<file path="src/rtl/uart_frame_decoder.sv">
// UART frame decoder: edge-detects the receiver strobe, parses SYNC/LEN/payload/CHK frames,
// and streams checksum-verified payloads out on a valid/ready interface.
module uart_frame_decoder #(
  parameter logic [7:0]  SYNC_BYTE    = 8'hA5,
  parameter int unsigned MAX_LEN      = 16,
  parameter int unsigned TIMEOUT_CLKS = 80000000
) (
  input  logic       Clk,
  input  logic       Rst_n,
  input  logic       Rx_DV,
  input  logic [7:0] Rx_Byte,
  output logic       Out_Valid,
  output logic [7:0] Out_Byte,
  output logic       Out_Last,
  input  logic       Out_Ready,
  output logic       Frame_Ok,
  output logic       Frame_Err,
  output logic [1:0] Err_Code,
  output logic [7:0] Drop_Count,
  output logic [2:0] Dbg_State
);

  // Handshake: a payload byte transfers on any rising Clk where Out_Valid & Out_Ready;
  // Out_Byte/Out_Last hold while Out_Valid & ~Out_Ready, and Out_Valid never drops without a transfer.

  localparam int IDX_W = (MAX_LEN > 1) ? $clog2(MAX_LEN) : 1;
  localparam logic [1:0] ERR_LEN     = 2'b01;
  localparam logic [1:0] ERR_CHK     = 2'b10;
  localparam logic [1:0] ERR_TIMEOUT = 2'b11;

  typedef enum logic [2:0] {
    HUNT    = 3'd0,
    LEN     = 3'd1,
    PAYLOAD = 3'd2,
    CHECK   = 3'd3,
    SEND    = 3'd4
  } state_t;

  state_t             state_q, state_d;
  logic               dv_q;
  logic [IDX_W-1:0]   len_m1_q, len_m1_d;
  logic [IDX_W-1:0]   wr_idx_q, wr_idx_d;
  logic [IDX_W-1:0]   rd_idx_q, rd_idx_d;
  logic [IDX_W-1:0]   rd_nxt;
  logic [7:0]         sum_q, sum_d;
  logic [31:0]        idle_q, idle_d;
  logic               out_valid_q, out_valid_d;
  logic [7:0]         out_byte_q, out_byte_d;
  logic               out_last_q, out_last_d;
  logic               frame_ok_q, frame_ok_d;
  logic               frame_err_q, frame_err_d;
  logic [1:0]         err_code_q, err_code_d;
  logic [7:0]         drop_q, drop_d;
  logic [7:0]         pbuf_q [0:(1<<IDX_W)-1];
  logic               buf_we;
  logic               evt;
  logic               timeout;

  assign evt     = Rx_DV & ~dv_q;
  assign timeout = (idle_q == TIMEOUT_CLKS - 1);
  assign rd_nxt  = rd_idx_q + IDX_W'(1);

  always_comb begin
    state_d     = state_q;
    len_m1_d    = len_m1_q;
    wr_idx_d    = wr_idx_q;
    rd_idx_d    = rd_idx_q;
    sum_d       = sum_q;
    idle_d      = idle_q;
    out_valid_d = out_valid_q;
    out_byte_d  = out_byte_q;
    out_last_d  = out_last_q;
    frame_ok_d  = 1'b0;
    frame_err_d = 1'b0;
    err_code_d  = err_code_q;
    drop_d      = drop_q;
    buf_we      = 1'b0;

    case (state_q)
      HUNT: begin
        if (evt && (Rx_Byte == SYNC_BYTE)) begin
          state_d = LEN;
          idle_d  = '0;
        end
      end

      LEN: begin
        if (evt) begin
          idle_d = '0;
          if ((Rx_Byte == 8'd0) || (32'(Rx_Byte) > MAX_LEN)) begin
            frame_err_d = 1'b1;
            err_code_d  = ERR_LEN;
            state_d     = HUNT;
          end else begin
            len_m1_d = IDX_W'(Rx_Byte - 8'd1);
            sum_d    = Rx_Byte;
            wr_idx_d = '0;
            state_d  = PAYLOAD;
          end
        end else if (timeout) begin
          frame_err_d = 1'b1;
          err_code_d  = ERR_TIMEOUT;
          state_d     = HUNT;
        end else begin
          idle_d = idle_q + 32'd1;
        end
      end

      PAYLOAD: begin
        if (evt) begin
          idle_d   = '0;
          buf_we   = 1'b1;
          sum_d    = sum_q + Rx_Byte;
          wr_idx_d = wr_idx_q + IDX_W'(1);
          if (wr_idx_q == len_m1_q) state_d = CHECK;
        end else if (timeout) begin
          frame_err_d = 1'b1;
          err_code_d  = ERR_TIMEOUT;
          state_d     = HUNT;
        end else begin
          idle_d = idle_q + 32'd1;
        end
      end

      CHECK: begin
        if (evt) begin
          idle_d = '0;
          if (Rx_Byte == sum_q) begin
            // First byte is presented together with Frame_Ok so it can transfer immediately.
            frame_ok_d  = 1'b1;
            rd_idx_d    = '0;
            out_valid_d = 1'b1;
            out_byte_d  = pbuf_q[0];
            out_last_d  = (len_m1_q == '0);
            state_d     = SEND;
          end else begin
            frame_err_d = 1'b1;
            err_code_d  = ERR_CHK;
            state_d     = HUNT;
          end
        end else if (timeout) begin
          frame_err_d = 1'b1;
          err_code_d  = ERR_TIMEOUT;
          state_d     = HUNT;
        end else begin
          idle_d = idle_q + 32'd1;
        end
      end

      SEND: begin
        if (evt && (drop_q != 8'hFF)) drop_d = drop_q + 8'd1;
        if (out_valid_q && Out_Ready) begin
          if (out_last_q) begin
            out_valid_d = 1'b0;
            out_last_d  = 1'b0;
            state_d     = HUNT;
          end else begin
            rd_idx_d   = rd_nxt;
            out_byte_d = pbuf_q[rd_nxt];
            out_last_d = (rd_nxt == len_m1_q);
          end
        end
      end

      default: state_d = HUNT;
    endcase
  end

  always_ff @(posedge Clk or negedge Rst_n) begin
    if (!Rst_n) begin
      state_q     <= HUNT;
      dv_q        <= 1'b1;
      len_m1_q    <= '0;
      wr_idx_q    <= '0;
      rd_idx_q    <= '0;
      sum_q       <= '0;
      idle_q      <= '0;
      out_valid_q <= 1'b0;
      out_byte_q  <= '0;
      out_last_q  <= 1'b0;
      frame_ok_q  <= 1'b0;
      frame_err_q <= 1'b0;
      err_code_q  <= '0;
      drop_q      <= '0;
    end else begin
      state_q     <= state_d;
      dv_q        <= Rx_DV;
      len_m1_q    <= len_m1_d;
      wr_idx_q    <= wr_idx_d;
      rd_idx_q    <= rd_idx_d;
      sum_q       <= sum_d;
      idle_q      <= idle_d;
      out_valid_q <= out_valid_d;
      out_byte_q  <= out_byte_d;
      out_last_q  <= out_last_d;
      frame_ok_q  <= frame_ok_d;
      frame_err_q <= frame_err_d;
      err_code_q  <= err_code_d;
      drop_q      <= drop_d;
    end
  end

  // Payload storage carries no reset: every entry is written before it is read.
  always_ff @(posedge Clk) begin
    if (buf_we) pbuf_q[wr_idx_q] <= Rx_Byte;
  end

  assign Out_Valid  = out_valid_q;
  assign Out_Byte   = out_byte_q;
  assign Out_Last   = out_last_q;
  assign Frame_Ok   = frame_ok_q;
  assign Frame_Err  = frame_err_q;
  assign Err_Code   = err_code_q;
  assign Drop_Count = drop_q;
  assign Dbg_State  = state_q;

endmodule

</file>
<file path="config.mk">
export PLATFORM = sky130hd
export DESIGN_NAME = uart_frame_decoder
export DESIGN_NICKNAME = d
export VERILOG_FILES = /design/src/rtl/uart_frame_decoder.sv
export SDC_FILE = /design/constraint.sdc
export NUM_CORES = 1
export LEC_CHECK = 0
export CORE_ASPECT_RATIO = 0.75
export CORE_MARGIN = 2
export CORE_UTILIZATION = 50
export CTS_CLUSTER_SIZE = 12
export DETAILED_ROUTE_END_ITERATION = 8
export PLACE_DENSITY_LB_ADDON = 0.3
export SYNTH_ARGS = -nofsm -noshare
export SYNTH_HDL_FRONTEND = slang
export SYNTH_SLANG_ARGS = --single-unit
</file>
<file path="constraint.sdc">
create_clock -name Clk -period 3.2 [get_ports Clk]
set_input_delay 0.64 -clock Clk [delete_from_list [all_inputs] [get_ports Clk]]
set_output_delay 0.64 -clock Clk [all_outputs]
set_load 0.05 [all_outputs]
</file>
==> Word level (Yosys, flattened, before mapping) <==
Memory sizes are Yosys's and may differ from the RTL's.
Index checks and enable logic that the tools add are counted.
{ "totals": {"regBits": 78, "out_inout_bits": 25, "n_memories": 1, "input_bits": 12, "elab_cells": 134, "ramBits": 128} }
{ "op_classes": {"n_mux": 64, "magnitude_cmp": 1, "reduce_logical": 21, "bitwise_logic": 3, "addsub": 6, "n_eq_ne": 24} }
{ "memory_table": {"columns": ["name", "depth", "width", "read_ports", "rd_clocked_by_memory_dff", "write_ports", "line_no", "rtl"], "rows": [
  ["pbuf_q", 16, 8, 2, 0, 1, "54", "logic [7:0] pbuf_q [0:(1<<IDX_W)-1];"]
]} }
{ "ops": {"columns": ["operator", "n"], "rows": [
  ["$mux W32", 3],
  ["$pmux W32 S2", 1],
  ["$mux W8", 7],
  ["$add A32 B1 Y32 const B", 1],
  ["$eq A32 B27 Y1 const B", 1],
  ["$pmux W8 S2", 2],
  ["$mux W4", 7],
  ["$mux W3", 9],
  ["$mux W1", 21],
  ["$ne A2 B2 Y1 const B", 10],
  ["$pmux W4 S2", 2],
  ["$reduce_and A4 Y1", 4],
  ["$pmux W3 S5", 1],
  ["$mux W2", 7],
  ["$ne A3 B3 Y1 const B", 4],
  ["$reduce_and A5 Y1", 2],
  ["$add A4 B1 Y4 const B", 2],
  ["$add A8 B1 Y8 const B", 1],
  ["$add A8 B8 Y8", 1],
  ["$eq A4 B4 Y1", 2],
  ["$eq A8 B8 Y1", 1],
  ["$eq A8 B8 Y1 const B", 1],
  ["$gt A8 B5 Y1 const B", 1],
  ["$logic_not A8 Y1", 1],
  ["19 further kinds", 27]
]} }

==> Depth between registers and ports, before layout <==
{ "logic_depth": {"ltp_word": 6, "depth_mapped": 11, "depth_no_buf": 9} }

==> Worst setup path before layout <==
No wires, ideal clock.
{ "synth_timing": {"kind": "input -> register", "from": "in Rx_Byte[1]", "to": "reg idle_q[20]", "setup_ns": 0.078, "slack_ns": 0.476, "stages": 10, "t_arrival_ns": 2.646, "path_buffers": 2, "required_time_ns": 3.122, "cell_sequence": "inv_1 -> ha_1 -> nand4b_1 -> o31a_1 -> or2_0 -> buf_2 -> or3_4 -> buf_6 -> or4_1 -> a21oi_1"} }
{ "synth_between": {"elab_chain_cells": 4} }
{ "synth_lines": {"columns": ["element", "line_no", "rtl"], "rows": [
  ["start: declaration", "11", "input logic [7:0] Rx_Byte,"],
  ["$eq A8 B8 Y1", "81", "if (evt && (Rx_Byte == SYNC_BYTE)) begin"],
  ["$logic_and A1 B1 Y1", "81", null],
  ["$ne A2 B2 Y1 (no line)", null, null],
  ["$reduce_and A3 Y1 (no line)", null, null],
  ["end signal: assignment", "192", "idle_q <= idle_d;"],
  ["end: declaration", "46", "logic [31:0] idle_q, idle_d;"]
]} }
No other way between the ends.
A chain may end at the register's enable or synchronous reset.

==> Final worst setup path <==
{ "layout_timing": {"from": "in Rx_Byte[5]", "to": "reg idle_q[30]"} }
Same word-level chain as after synthesis.

==> summary.txt <==
Timing
  • Minimum clock period: approximately 2.8 ns
  • Max Freq: 353 MHz
  • Max-slew violations: 0
  • Worst Tran Pin Value: 1.01 ns
  • Period utilization: 88.5%
  • Worst hold slack: 0.324 ns
  • Unrepaired setup endpoints after global routing: false
  • Final hold vios: 0
  • Slew HR: 32.6%
  • Setup TNS: 0 ns
  • Clock Skew: 0.0163 ns
  • Final Setup Violations: 0

Floorplanning
  • Starting Density: between 50% and 60%
  • # IOs: 37
  • Die Y: 122 um
  • Row Count: 43
  • Die Span X: 162 um
  • Die area: 0.0197 mm2
  • Core Region: 0.0183 mm2

Pwr
  • Comb power frac: 14.7%
  • Switching Fraction: ~27%
  • PwrDens: about 600 mW/mm2
  • Leak Pwr: 0.00400 uW
  • Peak supply drop: 395 uV
  • Switching power: 1780 uW
  • Sequential power share: 51.0%
  • Pint: 4760 uW
  • Clock power frac: 34.4%
  • Overall Power: about 6500 uW

Clocking
  • Htree depth: 1
  • CTS sink count: between 200 and 250
  • Hold Buf Count CTS: 0
  • Clock buffer depth: 3
  • Worst skew pair latency: ~0.5 ns
  • Cts bufs inserted: 21
  • Clock Root Buffer: clkbuf_16
  • CTS tree: yes
  • Clk slew on worst S/H paths: about 0.06 ns
  • Post-CTS Setup Bufs: 0
  • Post-CTS sizing: 0

Global routing
  • Largest net degree at the start of global routing: 79
  • Number of global-route vias before repair: 5926
  • Global-route wire length before repair: 32.4 mm
  • Grt ovf: 0
  • Global-route usage over all layers: between 20% and 30%
  • Initial antenna violation count: 0

Detailed routing
  • Via count: between 5000 and 6000
  • First-pass iteration count of the detailed router: 6
  • DR vias/cell: 5.90
  • DRC violations left: 0
  • 1st-iter DRT viols: ~740
  • ANT nets after route: 0
  • Routed WL: 20.7 mm
  • WL/cell: 20.6 um

Setup path
  • R2r setup slk: 0.50 ns
  • Element type at the critical path end: flip-flop
  • Worst-path fanout max: 11
  • FF-to-FF Start: idle_q[17]
  • Reg2Reg Depth: 6
  • Crit Path Category: in -> reg
  • CP bufs+invs: 1
  • Critical path's slowest cell: clkdlybuf4s50_1
  • CP top delay family: simple AND/OR/NAND/NOR gates
  • Reg-to-Reg End: idle_q[1]
  • Critical-path cell list: clkdlybuf4s50_1 > or3b_1 > o31a_1 > or2_0 > or3_4 > or4_1 > a21oi_1
  • Data required, critical path: 3.61 ns
  • Startpoint type of the worst setup path: input port
  • Worst Path Arrival: 3.24 ns
  • Crit path largest cell delay: 0.57 ns

Final layout
  • Final net count: 776
  • P&R area growth vs syn: 16.8%
  • Commonest non-fill, non-tap cells in the layout: 128 x edfxtp_1, 76 x dfrtp_1, 51 x nand2_1, 45 x buf_4, 40 x mux4_2
  • Fin util: 59.3%
  • Share of layout cells above drive strength 1: 16.3%
  • Antenna Cells: 0
  • Most common cell after layout, fill and taps aside: edfxtp_1

Synth
  • Cell variety after synth: 58
  • Mapped Cells: 667
  • Post-synthesis cell area: 0.00931 mm2
  • Syn_nets: about 700
  • Avg Cell Area, Syn: around 14 um2
  • Predominant post-synthesis flop cell: edfxtp_1
  • Synth Register Bits: 206
  • FFs w/ async S/R, synth: 37.9%
  • Register area share after synthesis: about 62%
  • Number of synthesized flops with an enable pin: 128
  • Yosys warns: 0

Hold path
  • HP Class: in -> async

Status
  • Outcome: finished, final reports clean

Job
  • Maxcap violations: 0

Place
  • Final RePlAce weighted congestion: 0.866
  • Post-DP HPWL: 13.9 mm
  • IO Port Bufs: 36
[logic make-up (layout without fill, tap and decap cells)]
logic type / Yosys count / in the layout / share of synthesized area [%]
AND/OR/NAND/NOR: 221 / 221 / 12.6
buffers and inverters: 39 / 134 / 1.71
flip-flops: 206 / 206 / 62.3
XOR/XNOR: 42 / 42 / 3.95
adder cells (fa/ha/maj): 17 / 17 / 2.36
AO/OA/AOI/OAI: 86 / 86 / 5.72
multiplexers: 56 / 56 / 11.4
[flip-flops by register name (all words and copies together), names as in the netlist, 4 cells and up]
name        flops
pbuf_q        128
idle_q         32
Drop_Count      8
Out_Byte        8
sum_q           8
len_m1_q        4
rd_idx_q        4
wr_idx_q        4
[worst max path at each step]
stage | start | to | depth (start not counted)
3_5_place_dp | Rx_Byte[5] | idle_q[30] | 7
3_3_place_gp | Rx_Byte[5] | idle_q[30] | 7
4_1_cts | Rx_Byte[5] | idle_q[30] | 7
5_1_grt | Rx_Byte[4] | rd_idx_q[3] | 9
6_report | Rx_Byte[5] | idle_q[30] | 7
2_1_floorplan | Rx_Byte[1] | idle_q[20] | 10
[stage by stage]
stage | cell area [um2] | std cells | setup slack (ns)
global placement | 10200 | 971 | -0.0778
global route | 10900 | 1009 | 0.271
finish | 10900 | 1009 | 0.367
floorplan | 9310 | 667 | 0.476
CTS | 10900 | 1009 | 0.395
detailed placement | 10200 | 971 | -0.110
[power by group through the flow]
stage          sequential [uW]  clock (uW)  combinational (uW)
6_report                  3330        2250                 958
3_3_place_gp              3360           0                 906
3_5_place_dp              3380           0                 957
5_1_grt                   3370        2390                1060
4_1_cts                   3330        2290                 962
2_1_floorplan             3380           0                 566
[synth_stat cells, types with 2 or more instances]
cell | instances | area [um2]
o22a_1 | 2 | 17.5
or3_1 | 7 | 43.8
or2_2 | 4 | 25.0
o211ai_1 | 3 | 22.5
clkbuf_1 | 15 | 56.3
dfrtp_1 | 77 | 1930
nand4_1 | 17 | 106
a21oi_1 | 18 | 90.1
nor2_1 | 35 | 131
xnor2_1 | 29 | 254
a31oi_1 | 2 | 12.5
inv_1 | 14 | 52.6
xor2_1 | 13 | 114
nor3_1 | 22 | 110
a21o_1 | 3 | 22.5
mux4_2 | 40 | 901
and2_1 | 18 | 113
o31ai_1 | 7 | 52.6
o21ai_0 | 35 | 175
nor2b_1 | 5 | 31.3
or4b_1 | 2 | 20.0
o41ai_1 | 3 | 26.3
nor3b_1 | 3 | 22.5
or4_1 | 5 | 37.5
buf_2 | 4 | 20.0
nand2_1 | 51 | 191
nor4_1 | 9 | 56.3
edfxtp_1 | 128 | 3840
and4_1 | 4 | 35.0
a211oi_1 | 2 | 15.0
buf_1 | 5 | 18.8
mux2_2 | 3 | 33.8
nand3_1 | 14 | 70.1
and3_1 | 10 | 62.6
mux2i_1 | 13 | 130
ha_1 | 16 | 200
nand2b_1 | 8 | 50.1
[cell type report]
cell class,instances,area [um2]
fill,1357,7470
timing repair buffer,82,728
clock inverter,1,8.76
tap,247,309
sequential,206,5800
inverter,14,52.6
multi-input combinational,422,3360
clock buffer,37,616
[routing by layer]
metal  track usage [%]  wire, um  vias to the layer above
met5                 0         0                        -
met4              4.69       392                        0
met3              3.17       877                       24
met2              33.5      9640                      153
met1              32.3      9840                     3073
li1                  -         -                     2707
Power figures use the tool's default switching activity.
